File: config.mk
export PLATFORM = sky130hd
export DESIGN_NAME = uart_rx
export DESIGN_NICKNAME = d
export VERILOG_FILES = /design/src/rtl/uart_rx_pkg.sv /design/src/rtl/uart_rx_tick.sv /design/src/rtl/uart_rx.sv
export SDC_FILE = /design/constraint.sdc
export NUM_CORES = 1
export LEC_CHECK = 0
export BUFFER_PORTS_ARGS = -buffer_cell sky130_fd_sc_hd__buf_2
export CORE_MARGIN = 3
export CORE_UTILIZATION = 30
export CTS_BUF_LIST = sky130_fd_sc_hd__clkbuf_16
export CTS_CLUSTER_DIAMETER = 30
export DETAILED_ROUTE_END_ITERATION = 8
export GPL_TIMING_DRIVEN = 0
export PLACE_DENSITY = 0.57
export SYNTH_ARGS = -nofsm -noshare
export SYNTH_HDL_FRONTEND = slang
export SYNTH_SLANG_ARGS = --single-unit
File: constraint.sdc
create_clock -name i_clock -period 2.53 [get_ports i_clock]
set_clock_uncertainty 0.1 [all_clocks]
set_input_delay 0.1265 -clock i_clock [delete_from_list [all_inputs] [get_ports i_clock]]
set_output_delay 0.1265 -clock i_clock [all_outputs]
set_load 0.02 [all_outputs]
File: src/rtl/uart_rx_pkg.sv
// -----------------------------------------------------------------------------
// uart_rx_pkg
// Shared definitions for the UART receiver: oversampling factor, receiver
// state encoding and the baud-tick divider computation.
// -----------------------------------------------------------------------------
package uart_rx_pkg;

   // Each serial bit is split into this many sample ticks.
   localparam int OVERSAMPLE = 16;

   typedef enum logic [2:0] {
      WAIT_HIGH = 3'd0,
      IDLE      = 3'd1,
      START     = 3'd2,
      DATA      = 3'd3,
      STOP      = 3'd4
   } state_t;

   // System clocks per sample tick, truncated.
   function automatic int calc_divider(input int clk_frequency, input int uart_frequency);
      return clk_frequency / (uart_frequency * OVERSAMPLE);
   endfunction

endpackage

File: src/rtl/uart_rx_tick.sv
// -----------------------------------------------------------------------------
// uart_rx_tick
// Sample-tick generator: a counter running 0..DIVIDER-1 that flags the last
// count with a one-cycle tick. Clearing it realigns tick phase to a start edge.
//
// Ports
//   clock  in   system clock
//   reset  in   synchronous active-high reset
//   clear  in   restart the count from 0 on the next edge
//   tick   out  high for one cycle when the count is DIVIDER-1
// -----------------------------------------------------------------------------
module uart_rx_tick #(
   parameter int DIVIDER = 10
) (
   input  logic clock,
   input  logic reset,
   input  logic clear,
   output logic tick
);

   localparam int CW = (DIVIDER > 2) ? $clog2(DIVIDER) : 1;
   localparam logic [CW-1:0] LAST = CW'(DIVIDER - 1);

   logic [CW-1:0] count;

   always_ff @(posedge clock) begin
      if (reset || clear) begin
         count <= '0;
      end else if (count == LAST) begin
         count <= '0;
      end else begin
         count <= count + 1'b1;
      end
   end

   assign tick = (count == LAST);

endmodule

File: src/rtl/uart_rx.sv
// -----------------------------------------------------------------------------
// uart_rx
// 16x oversampling UART receiver (start bit, DATA_SIZE data bits LSB first,
// one stop bit) with a single-entry holding register and valid/ready handoff.
//
// Ports
//   i_clock       in   system clock
//   i_reset       in   synchronous active-high reset
//   i_rx          in   asynchronous serial line, idle high
//   i_ready       in   consumer takes o_data when high together with o_valid
//   o_data        out  held received word
//   o_valid       out  holding register full
//   o_frameError  out  one-cycle pulse: stop bit sampled low
//   o_overrun     out  one-cycle pulse: completed word dropped, holder full
//   o_busy        out  a frame is being received (START, DATA, STOP)
// -----------------------------------------------------------------------------
module uart_rx
   import uart_rx_pkg::*;
#(
   parameter int CLK_FREQUENCY  = 100_000_000,
   parameter int UART_FREQUENCY = 9_200,
   parameter int DATA_SIZE      = 8
) (
   input  logic                 i_clock,
   input  logic                 i_reset,
   input  logic                 i_rx,
   input  logic                 i_ready,
   output logic [DATA_SIZE-1:0] o_data,
   output logic                 o_valid,
   output logic                 o_frameError,
   output logic                 o_overrun,
   output logic                 o_busy
);

   localparam int DIVIDER = calc_divider(CLK_FREQUENCY, UART_FREQUENCY);
   localparam int BW      = (DATA_SIZE > 1) ? $clog2(DATA_SIZE) : 1;
   localparam logic [BW-1:0] LAST_BIT = BW'(DATA_SIZE - 1);

   if (DIVIDER < 2) begin : g_bad_divider
      $error("uart_rx: clock too slow for 16x oversampling (DIVIDER < 2)");
   end

   state_t               state;
   state_t               next_state;
   logic                 rx_meta;
   logic                 rx_sync;
   logic [1:0]           primed;
   logic                 tick;
   logic                 start_det;
   logic [3:0]           sample_cnt;
   logic [BW-1:0]        bit_cnt;
   logic                 samp7;
   logic                 samp8;
   logic                 majority;
   logic                 mid_tick;
   logic                 last_tick;
   logic [DATA_SIZE-1:0] shift;
   logic                 load;
   logic                 frame_err;
   logic                 overrun;

   // Two-flop synchronizer. The reset value 1 is not a real observation of the
   // line, so `primed` marks when rx_sync has been refilled from i_rx; without
   // it a line held low through reset would look high for a cycle and the
   // receiver would leave WAIT_HIGH and start on a line that never went idle.
   always_ff @(posedge i_clock) begin
      if (i_reset) begin
         rx_meta <= 1'b1;
         rx_sync <= 1'b1;
         primed  <= 2'b00;
      end else begin
         rx_meta <= i_rx;
         rx_sync <= rx_meta;
         primed  <= {primed[0], 1'b1};
      end
   end

   assign start_det = (state == IDLE) && !rx_sync;

   uart_rx_tick #(
      .DIVIDER(DIVIDER)
   ) u_tick (
      .clock(i_clock),
      .reset(i_reset),
      .clear(start_det),
      .tick (tick)
   );

   assign mid_tick  = tick && (sample_cnt == 4'd9);
   assign last_tick = tick && (sample_cnt == 4'd15);
   // Ticks 7 and 8 are latched; tick 9 uses the live synchronized line.
   assign majority  = (samp7 & samp8) | (samp7 & rx_sync) | (samp8 & rx_sync);

   always_ff @(posedge i_clock) begin
      if (i_reset || start_det) begin
         sample_cnt <= '0;
         bit_cnt    <= '0;
      end else if (tick) begin
         sample_cnt <= sample_cnt + 4'd1;
         if (sample_cnt == 4'd15 && state == DATA) begin
            bit_cnt <= (bit_cnt == LAST_BIT) ? '0 : bit_cnt + 1'b1;
         end
      end
   end

   always_ff @(posedge i_clock) begin
      if (i_reset) begin
         samp7 <= 1'b1;
         samp8 <= 1'b1;
         shift <= '0;
      end else begin
         if (tick && sample_cnt == 4'd7) samp7 <= rx_sync;
         if (tick && sample_cnt == 4'd8) samp8 <= rx_sync;
         if (state == DATA && mid_tick) shift <= {majority, shift[DATA_SIZE-1:1]};
      end
   end

   always_ff @(posedge i_clock) begin
      if (i_reset) begin
         state <= WAIT_HIGH;
      end else begin
         state <= next_state;
      end
   end

   always_comb begin
      next_state = state;
      load       = 1'b0;
      frame_err  = 1'b0;
      overrun    = 1'b0;
      case (state)
         WAIT_HIGH: if (primed[1] && rx_sync) next_state = IDLE;
         IDLE:      if (!rx_sync) next_state = START;
         START: begin
            if (mid_tick && majority) next_state = IDLE;
            else if (last_tick)       next_state = DATA;
         end
         DATA:      if (last_tick && bit_cnt == LAST_BIT) next_state = STOP;
         STOP: begin
            // Decided mid stop bit so the next start edge is never missed.
            if (mid_tick) begin
               if (majority) begin
                  next_state = IDLE;
                  if (!o_valid || i_ready) load = 1'b1;
                  else                     overrun = 1'b1;
               end else begin
                  next_state = WAIT_HIGH;
                  frame_err  = 1'b1;
               end
            end
         end
         default:   next_state = WAIT_HIGH;
      endcase
   end

   // Holding register: a load on the same edge as an accept keeps o_valid high.
   always_ff @(posedge i_clock) begin
      if (i_reset) begin
         o_data       <= '0;
         o_valid      <= 1'b0;
         o_frameError <= 1'b0;
         o_overrun    <= 1'b0;
      end else begin
         o_frameError <= frame_err;
         o_overrun    <= overrun;
         if (load) begin
            o_data  <= shift;
            o_valid <= 1'b1;
         end else if (o_valid && i_ready) begin
            o_valid <= 1'b0;
         end
      end
   end

   assign o_busy = (state == START) || (state == DATA) || (state == STOP);

endmodule
==> qor.json <==
{
  "insertedDiodeCount": 0,
  "power_share_of_the_sequential_group_pct": 44.9,
  "multiInputGateArea_um2": 922,
  "worstRegToRegCells": 6,
  "tritoncts": "built",
  "power_switching_share_pct": 19.2,
  "global_route.usage.total_pct": 10.5,
  "min_path_type": "in2reg",
  "grt_antenna_before_repair": 0,
  "synth-compound-area-share_pct": 5.87,
  "grt_pass1_vias": 1347,
  "postSynthRegisterBits": 45,
  "drc": 0,
  "final_min_period_over_clock_period_pct": 89.7,
  "finalPower_uw": 1620,
  "max-slew-margin-rel_pct": 55.6,
  "final_core_utilization_pct": 37.5,
  "cell_internal_pwr_uw": 1310,
  "reg2reg_slack_ns": 0.26,
  "maximum_buffer_depth_of_the_clock_tree": 2,
  "yosys_warnings": 0,
  "final_setup_violation_count": 0,
  "crit-reg2reg-capture": "o_data[3]",
  "layout.nets": 226,
  "worstMarginPinSlew_ns": 0.649,
  "power_leakage_uw": 0.000906,
  "place_congestion": 0.807,
  "worstSetupEndpointType": "flip-flop",
  "cts_inserted_buffers": 5,
  "worst-endpoint-required_ns": 2.59,
  "vias": 1362,
  "power.density_mw_per_mm2": 719,
  "grt-ovfl-total": 0,
  "crit_path_max_fanout": 8,
  "irDropWorstVdd_mv": 0.396,
  "holdCritStartpoint": "i_reset",
  "chipHeight_um": 85.1,
  "drt-initial-drc-count": 31,
  "final.min_clock_period_ns": 2.27,
  "buffer_ports.inserted": 15,
  "post_synth_instance_area_mm2": 0.00188,
  "yosys.cell_types.count": 37,
  "syn_nets": 203,
  "power.share.clock_pct": 52.1,
  "maxClockFrequency_mhz": 441,
  "grt_setup_unrepaired": "false",
  "fp.dieArea_mm2": 0.00724,
  "drv_cap": 0,
  "cp-start-kind": "flip-flop",
  "synth_cells": 192,
  "grt_max_degree": 16,
  "holdPathStages": 2,
  "status": "finished, final reports clean",
  "yosys.area_share.adder_pct": 5.20,
  "floorplan.io_pins": 16,
  "synth.mux.area_fraction_pct": 10.1,
  "comb_power_share_pct": 3.0,
  "synth_top_family_by_area": "simple AND/OR/NAND/NOR gates",
  "setup.worst_path.class": "reg2reg",
  "async_flop_share_pct": 0,
  "hold-worst-slack_ns": 0.000228,
  "total_routed_length_mm": 3.40,
  "synth_flop_cell": "dfxtp_1",
  "clock_insertion_delay_worst_skew_ns": 0.28,
  "maxSlewViolCount": 0,
  "grt_first_pass_wirelength_mm": 6.17,
  "xor_xnor_portion_of_the_synthesized_cell_area_pct": 5.14,
  "drive_gt1_share_pct": 13.9,
  "wl_per_cell_um": 11.7,
  "regArea_um2": 901,
  "syn_area_per_cell_um2": 9.77,
  "core.rowCount": 28,
  "avgViaCountPerCell": 4.68,
  "hold_viol_final": 0,
  "area_growth_pct": 19.9,
  "synth_edf_count": 0,
  "yosys.area_share.simple_pct": 22.8,
  "power.net_switching_uw": 311,
  "worstReg2RegStart": "u_tick.count[2]",
  "final.setup.tns_ns": 0,
  "drt.antenna.violating_nets": 0,
  "drt_pre_antenna_iters": 4,
  "clock_transition_at_the_registers_of_the_reported_paths_ns": 0.06,
  "die_width_um": 85.1,
  "layout.filler_cells": 606,
  "cts_sinks": 45,
  "worst_hold_path.endpoint": "o_frameError",
  "initial_utilization_pct": 31.3,
  "detailedPlacementHpwl_mm": 2.42,
  "clock_tree.htree_level_count": 2,
  "yosysSeqAreaShare_pct": 48.0,
  "cts.root.buffer_cell": "clkbuf_16",
  "core_region_area_mm2": 0.00599,
  "critPathArrivalTime_ns": 2.33
}
## layout make-up
class	instances	share of cell area, %
clock inverter	3	3.06
inverter	6	1.00
clock buffer	5	5.56
tap	75	4.17
sequential	45	40.1
multi-input combinational	135	41.0
buffer	6	1.34
timing repair buffer	16	3.78
## metal layers
metal,up-vias,wire length (um),GRT usage (%)
met5,-,0,0
met3,6,119,2.14
li1,709,-,-
met1,623,1660,13.3
met4,0,75,5.47
met2,24,1550,16.7
## Yosys cell counts, drive strengths merged (2+ instances only)
cell	count	area (um^2)
and3b	2	17.5
inv	6	22.5
nand3	7	35.0
a31oi	2	12.5
clkbuf	5	18.8
or2	3	18.8
mux2i	19	190
nor2	36	143
nand4	4	25.0
xnor2	3	26.3
nand2	10	37.5
dfxtp	45	901
nand4b	2	17.5
a21o	3	22.5
nor2b	2	12.5
a2111oi	2	17.5
nor3	4	25.0
xor2	8	70.1
o211ai	2	15.0
a21oi	3	15.0
ha	7	87.6
and3	4	25.0
## cells by family (layout without fill, tap and decap cells)
logic type                 after synthesis  after routing
adders and majority gates                8              8
DFF                                     45             45
muxes                                   19             19
xor gates and xnor gates                11             11
buffers and inverters                   12             36
AOI/OAI and AO/OA                       15             15
and+or+nand+nor                         82             82
## registers in the layout, indices dropped and copies added, names as in the netlist, 2 cells and up
register / cells
u_tick.count: 10
o_data: 8
shift: 8
sample_cnt: 4
bit_cnt: 3
state: 3
primed: 2
## per-stage QoR
step	cell area [um^2]	cells	setup slack, ns
floorplan	1880	192	0.400
global placement	2040	282	0.263
detailed placement	2040	282	0.260
CTS	2250	291	0.248
global route	2250	291	0.0832
finish	2250	291	0.261
## what timing repair did
item                                   4_1_cts  5_1_grt
gates resized for setup                      0        0
hold buffers                                 1        0
buffers inserted                             0        0
endpoints found under the hold margin        1        0
setup endpoints to repair                    0        0
## critical path, stage by stage (launching register included)
cell     delay, ns
dfxtp_1       0.42
or3b_1        0.41
or4b_4        0.53
and4b_1       0.28
buf_6         0.16
mux2i_1       0.20
nor2_1        0.05
## placed cells by master, fill, tap and decap left out, types with 2 or more instances in the layout
| cell | count |
|---|---|
| a2111oi_0 | 2 |
| a21o_1 | 3 |
| a21oi_1 | 3 |
| a31oi_1 | 2 |
| and3_1 | 4 |
| and3b_1 | 2 |
| buf_2 | 15 |
| bufinv_16 | 2 |
| clkbuf_1 | 5 |
| clkbuf_16 | 5 |
| dfxtp_1 | 45 |
| ha_1 | 7 |
| inv_1 | 6 |
| mux2i_1 | 19 |
| nand2_1 | 10 |
| nand3_1 | 7 |
| nand4_1 | 4 |
| nand4b_1 | 2 |
| nor2_1 | 35 |
| nor2b_1 | 2 |
| nor3_1 | 3 |
| o211ai_1 | 2 |
| or2_2 | 3 |
| xnor2_1 | 3 |
| xor2_1 | 8 |
## power by group through the flow
| stage | Sequential [uW] | Clock [uW] | Combinational [uW] |
|---|---|---|---|
| after detailed placement | 742 | 0 | 47.4 |
| after global routing | 728 | 896 | 55.0 |
| after CTS | 726 | 865 | 48.8 |
| final | 727 | 842 | 48.3 |
| after global placement | 742 | 0 | 47.6 |
| after floorplan | 740 | 0 | 34.8 |
## worst max-delay path by stage
stage / start / end / cells past startpoint
6_report: u_tick.count[2] / o_data[3] / 6
5_1_grt: sample_cnt[0] / o_data[3] / 7
4_1_cts: u_tick.count[2] / o_data[7] / 6
3_5_place_dp: u_tick.count[2] / o_data[4] / 6
3_3_place_gp: u_tick.count[2] / o_data[0] / 6
2_1_floorplan: u_tick.count[2] / o_data[0] / 6
Power figures use the tool's default switching activity.
